[config.mk]
export PLATFORM = sky130hd
export DESIGN_NAME = vga_pos_arbiter
export DESIGN_NICKNAME = d
export VERILOG_FILES = /design/src/rtl/vga_pos_arbiter_pkg.sv /design/src/rtl/vga_pos_arbiter_rr_pick.sv /design/src/rtl/vga_pos_arbiter.sv
export SDC_FILE = /design/constraint.sdc
export NUM_CORES = 1
export LEC_CHECK = 0
export CORE_MARGIN = 2
export CORE_UTILIZATION = 58
export DETAILED_ROUTE_END_ITERATION = 8
export PLACE_DENSITY = 0.87
export SETUP_SLACK_MARGIN = 0.4
export SLEW_MARGIN = 20
export SYNTH_ARGS = -nofsm -noshare
export SYNTH_HDL_FRONTEND = slang
export SYNTH_HIERARCHICAL = 1
export SYNTH_SLANG_ARGS = --single-unit
[constraint.sdc]
create_clock -name i_clk -period 6.57 [get_ports i_clk]
set_input_delay 1.314 -clock i_clk [delete_from_list [all_inputs] [get_ports i_clk]]
set_output_delay 1.314 -clock i_clk [all_outputs]
set_load 0.05 [all_outputs]
[src/rtl/vga_pos_arbiter_pkg.sv]
// Shared types and constants for the sprite-position arbiter.
package vga_pos_arbiter_pkg;

    // Arbitration handshake states.
    typedef enum logic [1:0] {
        ST_IDLE  = 2'd0,
        ST_GRANT = 2'd1,
        ST_APPLY = 2'd2
    } state_e;

    localparam int VGA_H_ACTIVE = 640;
    localparam int VGA_V_ACTIVE = 480;
    localparam int STEP_W       = 4;

    // Add a signed step to a position in 11-bit signed arithmetic.
    // The result is clamped to the range [0, max_pos].
    function automatic logic [9:0] clamp_step(input logic [9:0]        pos,
                                              input logic [STEP_W-1:0] step,
                                              input logic [10:0]       max_pos);
        logic signed [10:0] sum;
        sum = signed'({1'b0, pos}) + signed'({{(11-STEP_W){step[STEP_W-1]}}, step});
        if (sum[10]) begin
            return '0;
        end
        if (sum > signed'(max_pos)) begin
            return max_pos[9:0];
        end
        return sum[9:0];
    endfunction

endpackage

[src/rtl/vga_pos_arbiter_rr_pick.sv]
// Round-robin priority pick. It returns the first set request at or above
// the pointer, and the search wraps modulo N.
module rr_pick
    import vga_pos_arbiter_pkg::*;
#(
    parameter int N = 4,
    parameter int W = $clog2(N)
) (
    input  logic [N-1:0] req_i,
    input  logic [W-1:0] ptr_i,
    output logic [W-1:0] winner_o,
    output logic         any_o
);

    logic [W-1:0] idx;

    // Scan offsets from farthest to nearest, so that the nearest set request wins.
    // NOTE: give every combinational output a default first. Otherwise a path that
    // does not assign it infers a latch.
    always_comb begin
        winner_o = '0;
        any_o    = 1'b0;
        idx      = '0;
        for (int i = N - 1; i >= 0; i--) begin
            idx = W'((int'(ptr_i) + i) % N);
            if (req_i[idx]) begin
                winner_o = idx;
                any_o    = 1'b1;
            end
        end
    end

endmodule

[src/rtl/vga_pos_arbiter.sv]
// Round-robin arbiter for sprite move requests. Each accepted move updates a
// shadow position. The shadow position is copied to the VGA position outputs
// only at frame start.
module vga_pos_arbiter
    import vga_pos_arbiter_pkg::*;
#(
    parameter int N_REQ     = 4,
    parameter int H_ACTIVE  = VGA_H_ACTIVE,
    parameter int V_ACTIVE  = VGA_V_ACTIVE,
    parameter int IMG_W     = 5,
    parameter int IMG_H     = 5,
    parameter int DEFAULT_X = 0,
    parameter int DEFAULT_Y = 0
) (
    input  logic                    i_clk,
    input  logic                    i_rst_n,
    input  logic                    i_frame_start,
    input  logic [N_REQ-1:0]        i_req_valid,
    input  logic [N_REQ*STEP_W-1:0] i_req_dx,
    input  logic [N_REQ*STEP_W-1:0] i_req_dy,
    output logic [N_REQ-1:0]        o_req_ready,
    output logic [9:0]              o_x_pos,
    output logic [9:0]              o_y_pos,
    output logic                    o_dirty,
    output logic [7:0]              o_move_cnt
);

    localparam int             PTR_W = $clog2(N_REQ);
    localparam logic [10:0]    MAX_X = 11'(H_ACTIVE - IMG_W);
    localparam logic [10:0]    MAX_Y = 11'(V_ACTIVE - IMG_H);
    localparam logic [9:0]     RST_X = 10'(DEFAULT_X);
    localparam logic [9:0]     RST_Y = 10'(DEFAULT_Y);

    state_e                state_q, state_d;
    logic [PTR_W-1:0]      ptr_q, winner_q, pick_idx;
    logic                  pick_any;
    logic [STEP_W-1:0]     dx_q, dy_q;
    logic [9:0]            shadow_x_q, shadow_y_q;
    logic [9:0]            x_pos_q, y_pos_q;
    logic [7:0]            move_cnt_q;
    logic                  dirty_q;
    logic                  latch_winner, capture_step, apply_move;

    rr_pick #(.N(N_REQ), .W(PTR_W)) u_rr_pick (
        .req_i    (i_req_valid),
        .ptr_i    (ptr_q),
        .winner_o (pick_idx),
        .any_o    (pick_any)
    );

    // Hold the current handshake state.
    // NOTE: sequential state uses non-blocking assignments (<=), so that every
    // register samples values from before the clock edge.
    always_ff @(posedge i_clk or negedge i_rst_n) begin
        if (!i_rst_n) state_q <= ST_IDLE;
        else          state_q <= state_d;
    end

    // Next-state logic, the one-hot grant, and the datapath strobes.
    always_comb begin
        state_d      = state_q;
        o_req_ready  = '0;
        latch_winner = 1'b0;
        capture_step = 1'b0;
        apply_move   = 1'b0;
        unique case (state_q)
            ST_IDLE: begin
                if (pick_any) begin
                    latch_winner = 1'b1;
                    state_d      = ST_GRANT;
                end
            end
            ST_GRANT: begin
                o_req_ready[winner_q] = 1'b1;
                if (i_req_valid[winner_q]) begin
                    capture_step = 1'b1;
                    state_d      = ST_APPLY;
                end else begin
                    state_d = ST_IDLE;
                end
            end
            ST_APPLY: begin
                apply_move = 1'b1;
                state_d    = ST_IDLE;
            end
            default: state_d = ST_IDLE;
        endcase
    end

    // Latch the winner, capture its step, and advance the pointer and move counter.
    always_ff @(posedge i_clk or negedge i_rst_n) begin
        if (!i_rst_n) begin
            winner_q   <= '0;
            ptr_q      <= '0;
            dx_q       <= '0;
            dy_q       <= '0;
            move_cnt_q <= '0;
        end else begin
            if (latch_winner) winner_q <= pick_idx;
            if (capture_step) begin
                dx_q <= i_req_dx[int'(winner_q)*STEP_W +: STEP_W];
                dy_q <= i_req_dy[int'(winner_q)*STEP_W +: STEP_W];
            end
            if (apply_move) begin
                ptr_q      <= PTR_W'((int'(winner_q) + 1) % N_REQ);
                move_cnt_q <= move_cnt_q + 8'd1;
            end
        end
    end

    // Shadow position: apply the clamped step in APPLY.
    always_ff @(posedge i_clk or negedge i_rst_n) begin
        if (!i_rst_n) begin
            shadow_x_q <= RST_X;
            shadow_y_q <= RST_Y;
        end else if (apply_move) begin
            shadow_x_q <= clamp_step(shadow_x_q, dx_q, MAX_X);
            shadow_y_q <= clamp_step(shadow_y_q, dy_q, MAX_Y);
        end
    end

    // Committed position: copy the pre-edge shadow at frame start. Dirty flag: a
    // registered compare of the shadow and committed positions.
    always_ff @(posedge i_clk or negedge i_rst_n) begin
        if (!i_rst_n) begin
            x_pos_q <= RST_X;
            y_pos_q <= RST_Y;
            dirty_q <= 1'b0;
        end else begin
            if (i_frame_start) begin
                x_pos_q <= shadow_x_q;
                y_pos_q <= shadow_y_q;
            end
            dirty_q <= (shadow_x_q != x_pos_q) || (shadow_y_q != y_pos_q);
        end
    end

    assign o_x_pos    = x_pos_q;
    assign o_y_pos    = y_pos_q;
    assign o_dirty    = dirty_q;
    assign o_move_cnt = move_cnt_q;

endmodule

After elaboration in Yosys (flattened, before gate mapping) --
Cells that the tools add are included.
Word-level totals: input port bits 39, bits in registers 63, logic and storage cells 83
Cells by class: eq/ne operators 5, reductions and logical operators 3, multiplexer cells 47, add/sub/neg operators 7, shift operators 2, order comparisons 8
Operator list (number):
- $mux W10 | 8
- $shiftx A16 B5 Y4 | 2
- $mux W1 | 25
- $add A11 B4 Y11 | 2
- $ne A10 B10 Y1 | 2
- $lt A2 B3 Y1 const B | 5
- $mux W2 | 6
- $gt A11 B10 Y1 const B | 1
- $gt A11 B11 Y1 const B | 1
- $bmux W1 S2 | 5
- $add A8 B1 Y8 const B | 1
- $add A2 B1 Y2 const B | 2
- $add A2 B2 Y2 const B | 2
- $mux W4 | 1
- $pmux W2 S2 | 1
- $demux W1 S2 | 1
- $eq A2 B1 Y1 const B | 1
- $eq A2 B2 Y1 const B | 1
- $ge A2 B1 Y1 const B | 1
- $logic_not A2 Y1 | 1
- $ne A2 B2 Y1 const B | 1
- $logic_and A1 B1 Y1 | 1
- $logic_or A1 B1 Y1 | 1

Logic depth before layout (Yosys ltp) --
depth in word-level cells 9, mapped depth 10, mapped depth without buffers 10

Hierarchy --
The synthesis kept the hierarchy.
By module, submodules not included:
- vga_pos_arbiter | instances 1, area an instance 4042.6 µm², seq. area each 1576.5 µm², cells each 382
- rr_pick | instances 1, area an instance 77.6 µm², seq. area each 0.0 µm², cells each 13

Least setup slack after synthesis --
No wires, ideal clock.
path type register to output, from register winner_q[0], to output port o_req_ready[0], arrival 1.515 ns, path slack 3.741 ns, stages on the path, launching flop included 5, path through dfrtp_1 -> buf_1 -> inv_1 -> ha_1 -> and2_1
On the way: cells in the longest elaborated chain, start to end 5, elaborated cells on any way between the ends 6
Ends and longest elaborated chain:
- start: declaration | line vga_pos_arbiter.sv:35 | logic [PTR_W-1:0] ptr_q, winner_q, pick_idx;
- start signal: assignment | line vga_pos_arbiter.sv:99 | if (latch_winner) winner_q <= pick_idx;
- $lt A2 B3 Y1 (implied by the code) or $ge A2 B1 Y1 (tied branches) | line vga_pos_arbiter.sv:74 | o_req_ready[winner_q] = 1'b1;
- $logic_and A1 B1 Y1 (implied by the code) | line vga_pos_arbiter.sv:74
- $mux W1 (implied by the code) | line vga_pos_arbiter.sv:74
- $demux W1 S2 * | line vga_pos_arbiter.sv:74
- $mux W4 * | line vga_pos_arbiter.sv:66 | unique case (state_q)
- end: declaration | line vga_pos_arbiter.sv:21 | output logic [N_REQ-1:0] o_req_ready,
Every way passes the cells marked *; elsewhere a longest branch is shown, timed or not.

Worst setup path in the final report --
from register winner_q[0], to output port o_req_ready[2]
The elaborated chain is that of the path after synthesis.

==> results by group <==
Critical path
  – Cell depth of the worst flop-to-flop path: 10
  – Reg-to-reg slack, setup: around 3.8 ns
  – CP arrival: 2.32 ns
  – CP endpoint kind: output port
  – Critical path type: flip-flop to output port
  – CP Data Required Time: around 5.3 ns
  – RR Endpoint: shadow_x_q[6]$_DFFE_PN0N_
  – Worst r2r src: shadow_x_q[0]$_DFFE_PN0N_
  – Startpoint Class: flip-flop
  – Crit-path max FO: 13

Drt
  – Number of remaining DRC errors: 0
  – Antenna viol nets, final: 0
  – Drt first pass iters: 4
  – Vias per cell: a little under 6
  – 1st-iter DRT viols: between 150 and 200
  – Avg WL per Cell: 16.3 µm
  – Total wire length: around 9.3 mm
  – Vias after detailed routing: 3328

Layout
  – Share of cells above drive strength 1: between 10% and 20%
  – Nets: between 500 and 600
  – Final cell count without fillers: between 500 and 600
  – Design area: 5100 µm²
  – Antenna cells: 0
  – Synth-to-Final Area Change: 23.9%

Logic synthesis
  – Distinct cells, synth: 62
  – Cell with the most instances after synthesis: dfrtp_1
  – Ys flop type: dfrtp_1
  – Synth area leaders: dfrtp_1 38%, ha_1 7.6%, mux2_2 6.6%, mux4_2 4.9%, xnor2_1 4.9%
  – Syn_nets: between 400 and 500
  – #FFs+latches synth: 63
  – Asr flop ratio synth: between 90% and 100%
  – Syn Inst Count: between 300 and 400
  – Mapped cell area: between 4000 and 5000 µm²
  – Post-synth EDFFs: 0
  – Post-synth top area share: a little under two fifths
  – Synth warn: 6
  – Sequential-to-total area share from yosys stat: roughly two fifths
  – Mean Syn Cell Area: between 10 and 15 µm²
  – Synth cell count leaders: 63 x dfrtp_1, 43 x nand2_1, 25 x ha_1
  – Area leader, netlist: dfrtp_1

Floorplanning
  – Io pins: between 70 and 80
  – Rows: 30
  – Initial Util: between 60% and 70%
  – Die height: about 88 µm
  – Die Wd: a little under 90 µm
  – Die area: roughly 8000 µm²
  – Core area: 6830 µm²

Clock tree
  – Setup Buffers After CTS: 0
  – TritonCTS buffer count: 9
  – Clock-pin slew on the worst setup and hold paths: approximately 0.07 ns
  – Clock Path Buffers: 2
  – CTS H-tree depth: 3
  – Cts repair resizes: 0
  – # hold bufs at CTS: 0
  – # clock sinks: 63
  – CTS Root Cell: clkbuf_8
  – Worst skew pair latency: ~0.34 ns
  – CTS tree: done

STA
  – Relative max-transition margin: between 30% and 40%
  – Worst Max-Slew Pin Slew: a little over 1 ns
  – Clock skew: between 0.008 and 0.009 ns
  – Setup violations, final: 0
  – Slew Limit Fails: 0
  – Min cycle time layout: ~3.6 ns
  – RSZ-0062 raised after global routing: no
  – Final worst-path cycle share: a little under three fifths
  – Max Freq: between 0.2 and 0.3 GHz
  – Fin. Hold Viols: 0
  – Setup TNS: 0 ns

Global route
  – Number of global-route vias before repair: around 3400
  – Total grt overflow: 0
  – Global-route wire length before repair: around 16 mm
  – Largest net degree at the start of global routing: 64
  – Initial antenna violation count: 0
  – GRT Resource Usage Total: about 26%

Worst hold path
  – Hold_sp: o_move_cnt[7]$_DFFE_PN0N_
  – Worst hold stages: 1
  – Hold Path End: o_move_cnt[7]$_DFFE_PN0N_
  – Worst Hold Class: flip-flop to flip-flop

Place
  – Quantity of I/O buffers inserted on ports: between 70 and 80
  – Cell Area, Placed: 4910 µm²
  – Gpl congestion: around 0.92
  – Cells after DPL: around 550
  – Post-DP HPWL: ~7.0 mm

Power
  – Maximum vdd drop: between 400 and 500 µV
  – Tot Pwr: ~2900 µW
  – Pwr per Cell Area: roughly 580 nW/µm²
  – Static Leak: roughly 0.0022 µW

Run
  – MaxCap Viol Count: 0

Outcome
  – Status: finished clean
[sequential cells by signal, indices dropped and copies added (netlist names)]
name	cells
dx_q	4
dy_q	4
o_dirty	1
o_move_cnt	8
o_x_pos	10
o_y_pos	10
ptr_q	2
shadow_x_q	10
shadow_y_q	10
state_q	2
winner_q	2
[cells in the final DEF (no fill, tap or decap), drive strengths merged, types with 5 or more instances in the layout]
master         synthesis  layout
nor2                  22      22
ha                    25      25
o21a                   7       7
mux4                   9       9
xnor2                 23      23
nand3                  6       6
nand4                  8       8
inv                   11      11
a21o                   9       9
dfrtp                 63      63
clkdlybuf4s50          0      70
a211oi                10      10
a21oi                 13      13
xor2                  18      18
o211ai                 5       5
clkbuf                 7      12
o21ai                 19      19
nand2                 43      43
mux2                  24      24
and2                   5       5
[cell families after synthesis]
kind of cell,after synthesis,synth area share (%)
fa+ha+maj,27,8.56
xor+xnor,41,8.72
mux,34,11.7
simple gates,117,14.5
compound gates,90,15.9
buf+inv,23,2.34
flops,63,38.3
[layout make-up]
class / count / area [µm²]
inverter: 11 / 41.3
sequential: 63 / 1580
fill: 483 / 1730
clock buffer: 12 / 155
multi-input combinational: 309 / 2450
clock inverter: 3 / 42.5
timing repair buffer: 73 / 721
tap: 96 / 120
[worst max path at each step]
stage | to | startpoint
floorplan | o_req_ready[0] | winner_q[0]$_DFFE_PN0P_
global placement | o_req_ready[2] | winner_q[0]$_DFFE_PN0P_
detailed placement | o_req_ready[2] | winner_q[0]$_DFFE_PN0P_
CTS | o_req_ready[2] | winner_q[0]$_DFFE_PN0P_
global route | o_req_ready[0] | winner_q[0]$_DFFE_PN0P_
finish | o_req_ready[2] | winner_q[0]$_DFFE_PN0P_
[metrics by stage]
| step | setup WS, ns | hold slack [ns] | utilization, % |
|---|---|---|---|
| 2_1_floorplan | 3.74 | 0.452 | - |
| 6_report | 2.94 | 0.479 | 74.7 |
| 3_3_place_gp | 3.31 | 0.469 | 71.8 |
| 4_1_cts | 2.87 | 0.487 | 74.7 |
| 3_5_place_dp | 3.25 | 0.469 | 71.8 |
| 5_1_grt | 2.75 | 0.513 | 74.7 |
[critical path, stage by stage, from the launching register on]
cell	delay, ns
dfrtp_1	0.75
inv_1	0.17
ha_1	0.23
and2_1	0.14
clkdlybuf4s50_1	0.69
[power breakdown]
part           internal [µW]  switching, µW  total (µW)
registers                546            212         758
logic                    783           1070        1860
clock network            193            141         335
total                   1520           1430        2950
[metal layers]
layer | track usage [%] | up-vias | share of wire (%)
met1 | 33.7 | 1603 | 45
met3 | 6.06 | 8 | 6.0
met5 | 0 | - | 0
li1 | - | 1600 | -
met2 | 42.5 | 117 | 48
met4 | 7.71 | 0 | 1.0
No activity file was read; power rests on OpenSTA's default activity.
